<file path="src/rtl/zo_seq_pattern_gen.sv">
// rtl/zo_seq_pattern_gen.sv - Moore serial pattern transmitter with 0->1 transition counter
module zo_seq_pattern_gen #(
    parameter int WIDTH = 8,
    parameter int LW    = $clog2(WIDTH + 1)
) (
    input  logic             clk,
    input  logic             reset,
    input  logic             start,
    input  logic [WIDTH-1:0] data_in,
    input  logic [LW-1:0]    len,
    output logic             Y,
    output logic             valid,
    output logic             busy,
    output logic             done,
    output logic [LW-1:0]    edge_count
);

    typedef enum logic [1:0] {
        IDLE = 2'd0,
        SEND = 2'd1,
        DONE = 2'd2
    } state_t;

    state_t           state, state_n;
    logic [WIDTH-1:0] sreg, sreg_n;
    logic [LW-1:0]    cnt, cnt_n;
    logic [LW-1:0]    edge_n;
    logic [LW-1:0]    len_sat;
    logic             prev_bit, prev_n;
    logic             y_n, valid_n, busy_n, done_n;

    // Requests longer than the shift register send the whole word
    assign len_sat = (len > LW'(WIDTH)) ? LW'(WIDTH) : len;

    // State, datapath and output registers; outputs are registered copies
    // of the next-state decode so every output changes on the same edge
    // as the bit it describes (edge_count stays coherent with Y).
    always_ff @(posedge clk) begin
        if (reset) begin
            state      <= IDLE;
            sreg       <= '0;
            cnt        <= '0;
            prev_bit   <= 1'b0;
            edge_count <= '0;
            Y          <= 1'b0;
            valid      <= 1'b0;
            busy       <= 1'b0;
            done       <= 1'b0;
        end else begin
            state      <= state_n;
            sreg       <= sreg_n;
            cnt        <= cnt_n;
            prev_bit   <= prev_n;
            edge_count <= edge_n;
            Y          <= y_n;
            valid      <= valid_n;
            busy       <= busy_n;
            done       <= done_n;
        end
    end

    // Next-state and next-output decode. cnt is the number of pattern bits
    // still to be shown, including the one currently on Y.
    always_comb begin
        state_n = state;
        sreg_n  = sreg;
        cnt_n   = cnt;
        prev_n  = prev_bit;
        edge_n  = edge_count;
        y_n     = 1'b0;
        valid_n = 1'b0;
        busy_n  = 1'b0;
        done_n  = 1'b0;
        case (state)
            IDLE: begin
                if (start && (len != '0)) begin
                    // The idle line is 0, so a leading 1 is a transition
                    state_n = SEND;
                    y_n     = data_in[WIDTH-1];
                    valid_n = 1'b1;
                    busy_n  = 1'b1;
                    prev_n  = data_in[WIDTH-1];
                    edge_n  = data_in[WIDTH-1] ? LW'(1) : '0;
                    sreg_n  = data_in << 1;
                    cnt_n   = len_sat;
                end
            end
            SEND: begin
                if (cnt == LW'(1)) begin
                    state_n = DONE;
                    done_n  = 1'b1;
                    busy_n  = 1'b1;
                    cnt_n   = '0;
                    prev_n  = 1'b0;
                end else begin
                    y_n     = sreg[WIDTH-1];
                    valid_n = 1'b1;
                    busy_n  = 1'b1;
                    prev_n  = sreg[WIDTH-1];
                    if (sreg[WIDTH-1] && !prev_bit) begin
                        edge_n = edge_count + LW'(1);
                    end
                    sreg_n  = sreg << 1;
                    cnt_n   = cnt - LW'(1);
                end
            end
            DONE: begin
                state_n = IDLE;
            end
            default: begin
                state_n = IDLE;
            end
        endcase
    end

endmodule

</file>
<file path="config.mk">
export PLATFORM = sky130hd
export DESIGN_NAME = zo_seq_pattern_gen
export DESIGN_NICKNAME = d
export VERILOG_FILES = /design/src/rtl/zo_seq_pattern_gen.sv
export SDC_FILE = /design/constraint.sdc
export NUM_CORES = 1
export LEC_CHECK = 0
export ABC_AREA = 0
export CAP_MARGIN = 40
export CORE_ASPECT_RATIO = 0.8
export CORE_UTILIZATION = 35
export DETAILED_ROUTE_END_ITERATION = 7
export PLACE_DENSITY = 0.57
export SLEW_MARGIN = 15
export SYNTH_ARGS = -nofsm -noshare
export SYNTH_HDL_FRONTEND = slang
export SYNTH_SLANG_ARGS = --single-unit
</file>
<file path="constraint.sdc">
create_clock -name clk -period 1.95 [get_ports clk]
set_input_delay 0.2925 -clock clk [delete_from_list [all_inputs] [get_ports clk]]
set_output_delay 0.2925 -clock clk [all_outputs]
set_load 0.1 [all_outputs]
</file>
======== Yosys cells after proc, flatten, opt, wreduce, memory -nomap -nowiden ========
Index checks and enable logic that the tools add are counted.
storage, ports and cells
  register bits ........................... 23
  input port bits ......................... 15
  output and inout port bits .............. 8
  logic and storage cells ................. 55
cells by class
  $add $sub $neg .......................... 2
  $lt $le $gt $ge ......................... 1
  equality and inequality tests ........... 6
  mux-type cells .......................... 25
  bitwise logic cells ..................... 1
  reduce and logical (&&, ||, !) cells .... 11
operators with widths
  kind                                                                    count
  4-bit 2-to-1 mux                                                        6
  8-bit 2-to-1 mux                                                        2
  4-bit case mux with 2 select lines                                      2
  8-bit case mux with 2 select lines                                      1
  2-bit != test (second input constant)                                   4
  1-bit case mux with 2 select lines                                      4
  1-bit 2-to-1 mux                                                        7
  4-bit by 1-bit adder with 4-bit output (second input constant)          1
  4-bit by 1-bit equality test with 1-bit output (second input constant)  1
  4-bit greater-than comparator (second input constant)                   1
  2-bit 2-to-1 mux                                                        2
  2-bit case mux with 2 select lines                                      1
  2-bit AND reduction                                                     2
  4-bit AND reduction                                                     1
  4-bit nonzero test                                                      1
  4-bit by 1-bit subtractor with 4-bit output (second input constant)     1
  3-bit AND reduction                                                     1
  2-bit by 1-bit equality test with 1-bit output (second input constant)  1
  1-bit logical AND                                                       2
  2-bit logical NOT                                                       1
  2-bit nonzero test                                                      1
  2-bit OR reduction                                                      1
  1-bit logical NOT                                                       1
  1-bit NOT                                                               1

======== Logic depth before layout (Yosys ltp) ========
Gate-level depths: netlist of run 1.
  depth after elaboration ................. 5
  mapped depth ............................ 8
  mapped depth without buffers ............ 6

======== Worst setup path after synthesis of run 1 ========
Ideal clock, no wire load.
  path type ............................... register to register
  start ................................... reg cnt[1]
  end ..................................... reg sreg[5]
  library setup time ...................... 0.136 ns
  arrival ................................. 1.598 ns
  data required time ...................... 1.814 ns
  path slack .............................. 0.215 ns
  cell stages (with the launch flop) ...... 9
  buffers on the path ..................... 2
  clock period less this slack ............ 1.735 ns
  cells stage by stage .................... dfxtp_1 > inv_1 > ha_1 > or3b_1 > clkbuf_1 > a22o_4 > buf_6 > nor2_1 > a311oi_2
on the way
  cells in the longest elaborated chain, start to end .. 3
RTL lines
  what                                            line  RTL
  start: declaration                              26    logic [LW-1:0] cnt, cnt_n;
  start signal: assignment                        52    cnt <= cnt_n;
  4-bit by 1-bit equality test with 1-bit output  89    if (cnt == LW'(1)) begin
  2-bit != test (no source line)                  -
  3-bit AND reduction (no source line)            -
  end signal: assignment                          51    sreg <= sreg_n;
  end: declaration                                25    logic [WIDTH-1:0] sreg, sreg_n;
No other way between the ends.
A chain may end at the register's enable or synchronous reset.

======== Worst setup path in the final report of run 1 ========
  start ................................... reg cnt[0]
  end ..................................... reg sreg[1]
The elaborated chain is that of the path after synthesis.

==> results.rst, run 1 <==
.. list-table::
   :header-rows: 1

   * - Metric
     - Value
   * - Die Area
     - roughly 3400 um^2
   * - Library cell contributing the largest single delay on the critical path
     - sky130_fd_sc_hd__or3b_4
   * - Instance area at placement
     - 1380 um^2
   * - Remaining design rule violation count
     - 0
   * - GRT Residual Overflow
     - 0
   * - Via count
     - approximately 960
   * - Commonest cells in the netlist
     - sky130_fd_sc_hd__dfxtp_1, sky130_fd_sc_hd__nand2_1, sky130_fd_sc_hd__nor2_1
   * - Sequential cell area fraction in the yosys report
     - 0.397
   * - Switch Pwr
     - 374 uW
   * - Share of power burned in combinational logic
     - 0.258
   * - Floorplan core area
     - around 2900 um^2
   * - Critical path origin
     - cnt[0]$_SDFFE_PP0P_
   * - Number of nets in the final layout
     - 165
   * - Number of enable-type register cells in the synthesized netlist
     - 0
   * - Remaining antenna violation count after routing
     - 0
   * - Cell-by-cell listing of the critical path
     - ha_1, or3b_4, a22o_4, o2bb2a_4, nor2_1
   * - I/O pin count
     - 23
   * - Largest cells by area after synthesis
     - sky130_fd_sc_hd__dfxtp_1, sky130_fd_sc_hd__a311oi_2, sky130_fd_sc_hd__nand2_1
   * - Worst reg2reg path endpoint
     - sreg[1]$_SDFFE_PP0P_
   * - Required @ worst endpoint
     - 2.16 ns
   * - Final core utilization
     - 0.503
   * - GRT Resource Usage Total
     - 0.165
   * - Simple logic cell fraction of the synthesized area
     - 0.265
   * - Post-CTS Repair Setup Buffers
     - 0
   * - R2r setup slk
     - 0.18 ns
   * - Measured slew at the worst slew-check pin
     - 0.541 ns
   * - Setup WS pre-CTS
     - -0.0652 ns
   * - Top cell type by total area after synthesis
     - sky130_fd_sc_hd__dfxtp_1
   * - Routability-driven placement congestion ratio
     - 0.755
   * - Distinct cells, synth
     - 40
   * - Net count after synthesis
     - 137
   * - Drt via density
     - 5.21
   * - Routed len/inst
     - 12.9 um
   * - Clock Skews
     - 0.00370 ns
   * - Y dimension of the die
     - around 52 um
   * - Number of synthesis warnings
     - 0
   * - Status
     - completed
   * - Router iterations before antenna repair
     - 4
   * - Count of clock tree sinks
     - 22
   * - Post-synthesis share of cell area spent on xor and xnor gates
     - 0
   * - Worst ir drop on vdd
     - 468 uV
   * - Cell internal power dissipation
     - 904 uW
   * - Number of cells on the critical path
     - 5
   * - Count of antenna diodes in the layout
     - 0
   * - Flops & latches, synth
     - 22
   * - Class of the tightest hold or removal check
     - reg -> reg
   * - Max Slew Vio Count
     - 0
   * - Post-synthesis cell count
     - about 120
   * - R2R Path Start
     - cnt[0]$_SDFFE_PP0P_
   * - Clock Latency Late Sink
     - 0.26 ns
   * - End of the critical path
     - sreg[1]$_SDFFE_PP0P_
   * - Sw Share
     - 0.293
   * - H-tree depth
     - 1
   * - Worst slew margin
     - 0.639
   * - Unrepaired setup endpoints after global routing
     - false
   * - Number of buffers created by CTS
     - 3
   * - Share of the cycle needed by the critical path after routing
     - 0.907
   * - Number of maximum-capacitance constraint violations
     - 0
   * - Dominant combinational cell family by area after synthesis
     - simple AND/OR/NAND/NOR gates
   * - Global-route wire length before repair
     - about 4200 um
   * - Buf/Inv on CP
     - 0
   * - Share of total power in the clock network
     - 0.336
   * - Pwr/cell area
     - about 880 nW/um^2
   * - Routed wire length
     - 2380 um
   * - Clock tree from TritonCTS
     - done
   * - Mux share of post-synthesis cell area
     - 0.0271
   * - Max Fanout on Critical Path
     - 15
   * - Total instance count after detailed placement
     - 180
   * - Final cell count without fillers
     - 184
   * - Fill count
     - 312
   * - Share of final-layout standard cells stronger than drive strength 1
     - 0.240
   * - Per-instance average area after synthesis
     - slightly above 9 um^2
   * - Initial antenna violation count
     - 0
   * - Cells resized by post-CTS repair
     - 0
   * - Share of total power in sequential cells
     - 0.406
   * - Count of final hold-check violations
     - 0
   * - Fmax
     - 0.565 GHz
   * - Most common cell in the synthesized netlist
     - sky130_fd_sc_hd__dfxtp_1
   * - Worst Setup Slack, final
     - 0.181 ns
   * - Startpoint class of the critical path
     - flop
   * - Crit path time final
     - 1.77 ns
   * - Fraction of the mapped netlist area in adder cells
     - 0.0338
   * - Family with the most delay on the worst path
     - compound AO/OA/AOI/OAI gates
   * - Logic depth of the worst register-to-register path
     - 5
   * - Cts hold-fix bufs
     - 0
   * - Number of input and output port buffers inserted
     - 22
   * - Critical path class
     - reg -> reg
   * - Complex-gate fraction of the synthesized area
     - 0.229
   * - Die Wd
     - 65.0 um
   * - Leakage power of the design
     - 0.000567 uW
   * - Vias in the first global route
     - 951
   * - Layout overhead on the synthesized area
     - 31.2%
   * - HPWL after detailed placement
     - approximately 1800 um
   * - Async set-reset flop share out of synthesis
     - 0
   * - Syn Std Cell Area
     - roughly 1100 um^2
   * - Arr. time, crit path
     - roughly 2.0 ns
   * - Buffer type at the clock tree root
     - sky130_fd_sc_hd__clkbuf_8
   * - Reg clk slew, reported paths
     - 0.08 ns
   * - Design area
     - 1460 um^2
   * - Number of violations reported at the end of detailed-routing iteration 0
     - 47
   * - Setup violators final
     - 0
   * - Leading register cell type out of synthesis
     - sky130_fd_sc_hd__dfxtp_1
   * - Post-synth top area share
     - 0.397
   * - Initial cell density of the core
     - 0.384
   * - CTS Buffer Depth
     - 2
   * - Endpoint kind of the worst setup timing path
     - flop
   * - Largest incremental delay on the critical path
     - 0.44 ns
   * - Site row count
     - 17
   * - Maximum number of pins on one net before global-route repair
     - 17
-- cells in the final DEF, fill, tap and decap left out, types with 3 or more instances in the layout --
cell type | netlist | routed
sky130_fd_sc_hd__a311oi_2 | 6 | 6
sky130_fd_sc_hd__nand2b_1 | 3 | 3
sky130_fd_sc_hd__nand2_1 | 14 | 14
sky130_fd_sc_hd__buf_4 | 0 | 16
sky130_fd_sc_hd__a21oi_1 | 5 | 5
sky130_fd_sc_hd__nor3_1 | 3 | 3
sky130_fd_sc_hd__ha_1 | 3 | 3
sky130_fd_sc_hd__dfxtp_1 | 22 | 22
sky130_fd_sc_hd__clkbuf_8 | 0 | 3
sky130_fd_sc_hd__clkdlybuf4s50_1 | 0 | 14
sky130_fd_sc_hd__nor2_1 | 8 | 8
sky130_fd_sc_hd__mux2i_1 | 3 | 3
sky130_fd_sc_hd__nand3_1 | 7 | 7
sky130_fd_sc_hd__inv_1 | 5 | 5
-- sequential cells by signal, indices dropped and copies added (netlist names) --
name,count
state,2
cnt,4
edge_count,4
sreg,7
prev_bit,1
valid,1
done,1
busy,1
Y,1
-- worst min path at each step --
stage / cells after the start / startpoint / to
3_3_place_gp: 2 / edge_count[2]$_SDFFE_PP0P_ / edge_count[2]$_SDFFE_PP0P_
5_1_grt: 2 / sreg[5]$_SDFFE_PP0P_ / sreg[6]$_SDFFE_PP0P_
6_report: 2 / edge_count[2]$_SDFFE_PP0P_ / edge_count[2]$_SDFFE_PP0P_
4_1_cts: 2 / edge_count[2]$_SDFFE_PP0P_ / edge_count[2]$_SDFFE_PP0P_
3_5_place_dp: 2 / edge_count[2]$_SDFFE_PP0P_ / edge_count[2]$_SDFFE_PP0P_
2_1_floorplan: 2 / data_in[7] / Y$_SDFF_PP0_
-- per-stage QoR --
stage	TNS [ns]	total power, uW	hold WS [ns]
2_1_floorplan	0	765	0.452
3_3_place_gp	-0.0420	854	0.487
3_5_place_dp	-0.179	858	0.490
4_1_cts	0	1290	0.502
5_1_grt	0	1340	0.526
6_report	0	1280	0.497
-- logic make-up after synthesis --
kind of cell / Yosys count
AOI/OAI and AO/OA: 27
adders and majority gates: 3
buffers and inverters: 12
DFF: 22
muxes: 3
and+or+nand+nor: 52
-- layout make-up --
cell class                 instances  area, um^2  share of cell area
clock buffer                       3        41.3              0.0284
clock inverter                     1        30.0              0.0206
inverter                           5        18.8              0.0129
multi-input combinational         85         618               0.424
sequential                        22         440               0.302
tap                               38        47.5              0.0326
timing repair buffer              30         260               0.179
-- per-layer routing --
layer / global-route usage / up-vias / share of wire
met3: 0.0500 / 3 / 0.048
met2: 0.269 / 18 / 0.44
met1: 0.216 / 447 / 0.51
met5: 0 / - / 0
li1: - / 490 / -
met4: 0.0333 / 0 / 0.0042
-- worst min-delay path, cell delays in order, from the launching register on --
cell,delay [ns]
sky130_fd_sc_hd__dfxtp_1,0.33
sky130_fd_sc_hd__nand3_1,0.07
sky130_fd_sc_hd__mux2i_1,0.05
-- power groups by stage --
stage	logic (uW)	registers, uW	clock network [uW]
CTS	330	519	444
finish	330	519	429
global route	361	526	456
global placement	325	528	0
floorplan	182	583	0
detailed placement	328	529	0
No activity file was read; power rests on OpenSTA's default activity.
==> inputs of run 2 (changes only) <==
--- a/config.mk
+++ b/config.mk
@@ -11,6 +11,7 @@
 export CORE_UTILIZATION = 35
 export DETAILED_ROUTE_END_ITERATION = 7
 export PLACE_DENSITY = 0.57
+export SETUP_SLACK_MARGIN = 0.05
 export SLEW_MARGIN = 15
 export SYNTH_ARGS = -nofsm -noshare
 export SYNTH_HDL_FRONTEND = slang
==> results of run 2 <==
No change in the layout: final DEF, timing and power equal those of run 1.
==> inputs of run 3 (changes only) <==
--- a/config.mk
+++ b/config.mk
@@ -6,6 +6,7 @@
 export NUM_CORES = 1
 export LEC_CHECK = 0
 export ABC_AREA = 0
+export ABC_CLOCK_PERIOD_IN_PS = 1950
 export CAP_MARGIN = 40
 export CORE_ASPECT_RATIO = 0.8
 export CORE_UTILIZATION = 35
==> results of run 3 <==
No change in the layout: final DEF, timing and power equal those of run 1.
